===== config.mk =====
export PLATFORM = sky130hd
export DESIGN_NAME = mem_wb_stage
export DESIGN_NICKNAME = d
export VERILOG_FILES = /design/src/rtl/mips_pkg.sv /design/src/rtl/load_align.sv /design/src/rtl/mem_wb_stage.sv
export SDC_FILE = /design/constraint.sdc
export NUM_CORES = 1
export LEC_CHECK = 0
export CORE_ASPECT_RATIO = 0.8
export CORE_MARGIN = 2
export CORE_UTILIZATION = 40
export DETAILED_ROUTE_END_ITERATION = 6
export GPL_TIMING_DRIVEN = 0
export PLACE_DENSITY = 0.73
export SYNTH_ARGS = -nofsm -noshare
export SYNTH_HDL_FRONTEND = slang
export SYNTH_SLANG_ARGS = --single-unit

===== constraint.sdc =====
create_clock -name clk -period 1.6 [get_ports clk]
set_input_delay 0.24 -clock clk [delete_from_list [all_inputs] [get_ports clk]]
set_output_delay 0.24 -clock clk [all_outputs]
set_load 0.005 [all_outputs]

===== src/rtl/mips_pkg.sv =====
// Shared MIPS core definitions: load-type encodings and datapath widths.
package mips_pkg;

    localparam int REG_ADDR_W = 5;
    localparam int DATA_W     = 32;

    typedef enum logic [2:0] {
        LT_LW  = 3'd0,
        LT_LH  = 3'd1,
        LT_LHU = 3'd2,
        LT_LB  = 3'd3,
        LT_LBU = 3'd4
    } load_type_e;

endpackage


===== src/rtl/load_align.sv =====
// Big-endian sub-word extractor for loads: picks the addressed byte/halfword,
// sign- or zero-extends it, and reports misaligned word/halfword accesses.
module load_align
    import mips_pkg::*;
(
    input  logic [DATA_W-1:0] rdata,
    input  logic [1:0]        byte_off,
    input  logic [2:0]        load_type,
    output logic [DATA_W-1:0] data,
    output logic              misaligned
);

    logic [7:0]  w_bytes [4];
    logic [7:0]  w_byte;
    logic [15:0] w_half;

    // Lane gi holds the byte at address offset gi (offset 0 is the MSB).
    genvar gi;
    generate
        for (gi = 0; gi < 4; gi++) begin : g_lane
            assign w_bytes[gi] = rdata[DATA_W-1-8*gi -: 8];
        end
    endgenerate

    assign w_byte = w_bytes[byte_off];
    assign w_half = byte_off[1] ? rdata[15:0] : rdata[31:16];

    always_comb begin
        data       = rdata;
        misaligned = 1'b0;
        case (load_type)
            LT_LH: begin
                data       = {{16{w_half[15]}}, w_half};
                misaligned = byte_off[0];
            end
            LT_LHU: begin
                data       = {16'd0, w_half};
                misaligned = byte_off[0];
            end
            LT_LB:  data = {{24{w_byte[7]}}, w_byte};
            LT_LBU: data = {24'd0, w_byte};
            default: begin
                data       = rdata;
                misaligned = (byte_off != 2'd0);
            end
        endcase
    end

endmodule


===== src/rtl/mem_wb_stage.sv =====
// MEM/WB pipeline register: formats load data, drives the register file write
// port, flags misaligned loads and counts retired instructions.
module mem_wb_stage
    import mips_pkg::*;
#(
    parameter logic [31:0] RESET_PC_COUNT = 32'd0
) (
    input  logic                  clk,
    input  logic                  rst_n,
    input  logic                  stall,
    input  logic                  flush,
    input  logic                  in_valid,
    input  logic                  in_reg_write,
    input  logic                  in_mem_to_reg,
    input  logic [2:0]            in_load_type,
    input  logic [1:0]            in_byte_off,
    input  logic [DATA_W-1:0]     in_alu_result,
    input  logic [DATA_W-1:0]     in_mem_rdata,
    input  logic [REG_ADDR_W-1:0] in_dest,
    output logic                  wb_reg_write,
    output logic [REG_ADDR_W-1:0] wb_addr,
    output logic [DATA_W-1:0]     wb_data,
    output logic                  wb_align_err,
    output logic [31:0]           retire_count
);

    logic [DATA_W-1:0]     w_load_data;
    logic                  w_misaligned;
    logic                  w_bad_load;
    logic                  w_retire;

    logic                  r_valid;
    logic                  r_reg_write;
    logic [REG_ADDR_W-1:0] r_addr;
    logic [DATA_W-1:0]     r_data;
    logic                  r_align_err;
    logic [31:0]           r_retire_count;

    load_align u_load_align (
        .rdata      (in_mem_rdata),
        .byte_off   (in_byte_off),
        .load_type  (in_load_type),
        .data       (w_load_data),
        .misaligned (w_misaligned)
    );

    // Alignment only matters when the load result is actually written back.
    assign w_bad_load = in_mem_to_reg & w_misaligned;
    assign w_retire   = in_valid & ~w_bad_load;

    always_ff @(posedge clk or negedge rst_n) begin
        if (!rst_n) begin
            r_valid        <= 1'b0;
            r_reg_write    <= 1'b0;
            r_addr         <= '0;
            r_data         <= '0;
            r_align_err    <= 1'b0;
            r_retire_count <= RESET_PC_COUNT;
        end else if (flush) begin
            r_valid     <= 1'b0;
            r_reg_write <= 1'b0;
            r_addr      <= '0;
            r_data      <= '0;
            r_align_err <= 1'b0;
        end else if (!stall) begin
            r_valid     <= in_valid;
            r_reg_write <= in_valid & in_reg_write & (in_dest != '0) & ~w_bad_load;
            r_align_err <= in_valid & w_bad_load;
            // Bubbles present all-zero outputs, same as a flushed slot.
            r_addr      <= in_valid ? in_dest : '0;
            r_data      <= in_valid ? (in_mem_to_reg ? w_load_data : in_alu_result) : '0;
            if (w_retire)
                r_retire_count <= r_retire_count + 32'd1;
        end
    end

    assign wb_reg_write = r_reg_write & r_valid;
    assign wb_addr      = r_addr;
    assign wb_data      = r_data;
    assign wb_align_err = r_align_err;
    assign retire_count = r_retire_count;

endmodule


Word level (Yosys, flattened, before mapping)
Index checks and enable logic that the tools add are counted.
{"block": "totals", "reg_bits": 72, "elab_cells": 48, "in_bits": 81, "output_inout_bits": 71}
{"block": "classes", "mux": 19, "add_sub_neg": 1, "bitwise": 11, "reduce_logical": 5, "order_cmp": 1, "n_eq_ne": 5}
{"op": "two-way mux 32 bit", "n": 4}
{"op": "one-hot mux 32 bit (4 select lines)", "n": 1}
{"op": "adder 32 x 1 -> 32 bit (second input constant)", "n": 1}
{"op": "binary-select mux 8 bit (select 2 bit)", "n": 1}
{"op": "two-way mux 16 bit", "n": 1}
{"op": "two-way mux 8 bit", "n": 2}
{"op": "two-way mux 5 bit", "n": 3}
{"op": "AND 1 bit", "n": 7}
{"op": "== test 3 x 2 -> 1 bit (second input constant)", "n": 2}
{"op": "two-way mux 1 bit", "n": 6}
{"op": "nonzero test 5 bit", "n": 1}
{"op": "OR reduction 2 bit", "n": 2}
{"op": "== test 3 x 1 -> 1 bit (second input constant)", "n": 1}
{"op": "== test 3 bit (second input constant)", "n": 1}
{"op": "greater-or-equal comparator 3 bit (second input constant)", "n": 1}
{"op": "NOT 1 bit", "n": 3}
{"op": "NOT 2 -> 3 bit", "n": 1}
{"op": "AND reduction 3 bit", "n": 1}
{"op": "!= test 2 x 1 -> 1 bit (second input constant)", "n": 1}
{"op": "one-hot mux 1 bit (2 select lines)", "n": 1}
{"op": "nonzero test 2 bit", "n": 1}

Depth between registers and ports, before layout
{"block": "logic_depth", "ltp_word": 9, "mapped_depth": 7, "ltp_nobuf": 5}

By module
From an unflattened synthesis, not the netlist that was laid out.
{"block": "hier_totals", "cells_unflattened": 439, "hier_area_um2": 4196.5}
{"module": "mem_wb_stage", "cells_each": 298, "seq_area_each_um2": 1801.7, "area_each_um2": 3295.7, "instances": 1}
{"module": "load_align", "cells_each": 141, "seq_area_each_um2": 0.0, "area_each_um2": 900.9, "instances": 1}

Worst setup path after synthesis
No wires, ideal clock.
{"block": "synth_path", "kind": "in2reg", "start": "in in_byte_off[0]", "end": "reg r_retire_count[19], in the netlist retire_count[19]", "slack_ps": -36, "stages": 7, "arrival_time_ps": 1557, "n_path_buf": 2, "path_cell_list": "buf_4 nand2b_1 o22ai_1 o2111ai_4 buf_6 nor3_2 xor2_1"}
{"block": "synth_via", "elab_chain_len": 6}
{"element": "from (decl)", "line": "mem_wb_stage.sv:16", "source": "input logic [1:0] in_byte_off,"}
{"element": "nonzero test 2 bit", "line": "load_align.sv:44", "source": "misaligned = (byte_off != 2'd0);"}
{"element": "one-hot mux 1 bit (2 select lines) (*)", "line": "load_align.sv:31", "source": "case (load_type)"}
{"element": "AND 1 bit (*)", "line": "mem_wb_stage.sv:48", "source": "assign w_bad_load = in_mem_to_reg & w_misaligned;"}
{"element": "NOT 1 bit (*)", "line": "mem_wb_stage.sv:49", "source": "assign w_retire = in_valid & ~w_bad_load;"}
{"element": "AND 1 bit (*)", "line": "mem_wb_stage.sv:49"}
{"element": "AND reduction 3 bit (no source line) (*)"}
{"element": "to (signal assigned)", "line": "mem_wb_stage.sv:73", "source": "r_retire_count <= r_retire_count + 32'd1;"}
{"element": "to (decl)", "line": "mem_wb_stage.sv:37", "source": "logic [31:0] r_retire_count;"}
Every way passes the cells marked *; elsewhere a longest branch is shown, timed or not.
A chain may end at the register's enable or synchronous reset.

Final worst setup path
{"block": "layout_path", "start": "in in_load_type[0]", "end": "reg r_retire_count[31], in the netlist retire_count[31]"}
{"block": "layout_via", "elab_chain_len": 7, "word_cells_on_any_way": 11, "cone_classes": "4 x eq/ne; 1 x mux; 3 x bitwise; 3 x reduce/logical"}
{"element": "from (decl)", "line": "mem_wb_stage.sv:15", "source": "input logic [2:0] in_load_type,"}
{"element": "== test 3 x 2 -> 1 bit (tied with other cells)", "line": "load_align.sv:31"}
{"element": "OR reduction 2 bit (no source line)"}
{"element": "one-hot mux 1 bit (2 select lines) (*)", "line": "load_align.sv:31"}
{"element": "AND 1 bit (*)", "line": "mem_wb_stage.sv:48"}
{"element": "NOT 1 bit (*)", "line": "mem_wb_stage.sv:49"}
{"element": "AND 1 bit (*)", "line": "mem_wb_stage.sv:49"}
{"element": "AND reduction 3 bit (no source line) (*)"}
Marks and branches as above.

==> results.py <==
metrics = {
    "run_status": {
        "outcome": "finished, violations left",
        "violations": "negative setup slack",
    },
    "critical_path": {
        "cp-end-kind": "flop",
        "crit_required_ps": 1840,
        "cp.arrival_ps": 1890,
        "critPathLaunchType": "primary input",
        "critPathKind": "primary input to flop",
        "worstReg2RegEnd": "retire_count[31]",
        "reg2reg_depth": 6,
        "reg2reg_from": "retire_count[2]",
        "path_max_fanout": 5,
        "r2r_slack_ps": 0,
    },
    "routing": {
        "antenna_left": 0,
        "drc": 0,
        "drt_iter0_markers": 294,
        "drt_first_pass_iters": 5,
        "routedWlPerCell_um": 19.3,
        "drt-total-wl_um": 13300,
        "routed_via_density": 5.68,
        "num_vias": 3910,
    },
    "floorplan": {
        "io_pins": 152,
        "die-area_um2": 10500,
        "row_count": 32,
        "start_util": 0.407,
        "die_h_um": 92.1,
        "die_w_um": 114,
        "core_area_um2": 9530,
    },
    "logic_synthesis": {
        "yosys.area_share.simple": 0.159,
        "synth_edf_count": 0,
        "synth.area.top_cells": "dfrtp_1, a22oi_1, xor2_1",
        "synth_fa_ha_area_frac": 0.00323,
        "synthFlopType": "dfrtp_1",
        "post-synth-top-area-cell": "dfrtp_1",
        "ys_top_cells_by_count": "dfrtp_1, nor2_1, a22oi_1, nand2_1",
        "ys_warn_count": 0,
        "synth_top_family_by_area": "compound AO/OA/AOI/OAI gates",
        "syn-cell-area_um2": 3880,
        "synth_mux_area_frac": 0.0449,
        "yosysMostFrequentCell": "dfrtp_1",
        "yosysTopAreaCellShare": 0.465,
        "synthXorXnorAreaFrac": 0.0787,
        "synth_compound_area_frac": 0.206,
        "synth_cell_types": 49,
        "syn_inst": 384,
        "synth_nets": 466,
        "seq_area_frac_synth": 0.465,
        "avgSynthCellArea_um2": 10.1,
        "async_reset_ff_frac": 1.00,
        "yosys_register_bits": 72,
    },
    "pwr": {
        "irDropWorstVdd_mv": 0.846,
        "p_per_area_nw_per_um2": 839,
        "p_leak_nw": 2.80,
    },
    "cells_and_area": {
        "insertedDiodeCount": 0,
        "final_nets": 646,
        "stdcell_area_um2": 6280,
        "final_cells": 688,
        "area_growth_pct": 61.9,
        "drive_gt1_frac": 0.188,
    },
    "global_routing": {
        "grt_pass1_wl_um": 20200,
        "overflow": 0,
        "grt_max_degree": 72,
        "antenna_found_initial": 0,
        "grt_pass1_vias": 3933,
        "groute.usage.overall": 0.249,
    },
    "clocking": {
        "path_clk_slew_ps": 60,
        "cts-root-buf": "clkbuf_16",
        "cts_buffers": 9,
        "cts_tree": "built",
        "clockBufferDepth": 2,
        "clk_latency_ps": 330,
        "h-tree-depth": 3,
        "clkSinkCount": 72,
    },
    "timing": {
        "timing.final.crit_share": 1.03,
        "rsz0062_at_grt": "yes",
        "timing.hold.ws_ps": 238,
        "worst_pin_slew_ps": 537,
        "postLayoutSetupSlackWorst_ps": -43.2,
        "finClkSkew_ps": 7.07,
        "slew_headroom": 0.642,
        "finalMaxSlewViolations": 0,
        "setup-violations-final": 1,
        "fmax_mhz": 609,
        "finalHoldViolations": 0,
        "fin_crit_ps": 1640,
    },
    "min_path": {
        "min_path_type": "primary input to async pin",
    },
    "place": {
        "place_inst": 651,
        "place.gp.congestion": 0.911,
        "hpwl_um": 9260,
        "port_buffers": 147,
        "placed_area_um2": 5550,
    },
    "job": {
        "drv_cap": 0,
    },
}
metal layers:
layer,up-vias,share of wire,global-route usage
li1,1788,-,-
met1,1927,0.44,0.336
met2,169,0.47,0.386
met3,26,0.074,0.0727
met4,0,0.019,0.0772
met5,-,0,0
worst max path at each step:
| stage | from | endpoint | slack (ps) | cells past startpoint |
|---|---|---|---|---|
| 2_1_floorplan | flush | retire_count[19] | 2 | 6 |
| 3_3_place_gp | rst_n | wb_addr[1] | -2220 | 1 |
| 3_5_place_dp | in_load_type[1] | wb_data[6] | -850 | 8 |
| 4_1_cts | retire_count[7] | retire_count[21] | -2 | 6 |
| 5_1_grt | retire_count[2] | retire_count[20] | -80 | 7 |
| 6_report | in_load_type[0] | retire_count[31] | -40 | 7 |
state kept, by name, indices dropped and copies added, names as in the netlist:
| name | cells |
|---|---|
| r_reg_write | 1 |
| r_valid | 1 |
| retire_count | 32 |
| wb_addr | 5 |
| wb_align_err | 1 |
| wb_data | 32 |
cell families after synthesis:
family	count (synthesis)
adders and majority gates	1
and+or+nand+nor	115
buffers and inverters	36
muxes	17
xor gates and xnor gates	34
AOI/OAI and AO/OA	109
DFF	72
layout by cell type (no fill, tap or decap), types with 4 or more instances in the layout:
cell type	count
a21oi_1	4
a22o_1	6
a22oi_1	30
and4_1	5
buf_4	23
buf_6	4
clkbuf_1	4
clkbuf_16	10
clkbuf_2	9
clkdlybuf4s50_1	140
dfrtp_1	67
dfrtp_2	5
inv_1	11
mux2i_1	13
nand2_1	28
nand3_1	6
nor2_1	29
nor3_1	4
nor3_2	4
nor3_4	7
o211ai_1	5
o21ai_0	23
o221ai_1	14
o22ai_1	9
xnor2_1	10
xor2_1	23
timing repair:
item | 4_1_cts | 5_1_grt
setup endpoints to repair | 74 | 51
resized for setup | 42 | 32
hold buffers | 1 | 0
endpoints found under the hold margin | 72 | 0
buffers inserted | 10 | 9
pin swaps | 17 | 10
cloned | 2 | 0
critical path: stages:
cell and delay, ps:
clkdlybuf4s15_1 250, or3b_4 440, o211ai_4 130, o2111ai_4 240, buf_12 200, nor4_4 180, xor2_1 210
power breakdown:
part,switching [mW],leakage [nW],internal [mW]
logic,0.440,1.69,0.577
clock network,0.824,0.159,1.37
registers,0.124,0.953,1.93
total,1.39,2.80,3.88
area by class of cell:
class,count,area (um^2)
repair buffers,170,1700
well taps,119,149
clock inverters,7,96.3
fillers,773,3250
plain buffers,24,158
clock buffers,9,225
multi-input cells,276,2100
inverters,11,41.3
flip-flops and latches,72,1810
per-stage QoR:
step	utilization	total power, mW	setup TNS (ps)	setup slack (ps)
floorplan	-	2.41	0	1.82
global placement	0.580	2.96	-205110	-2220
detailed placement	0.583	2.99	-48630	-849
CTS	0.642	5.22	-1.51	-1.51
global route	0.659	5.46	-540	-83.2
finish	0.659	5.27	-43.2	-43.2
Note: power is estimated with default switching activity, not from simulation.
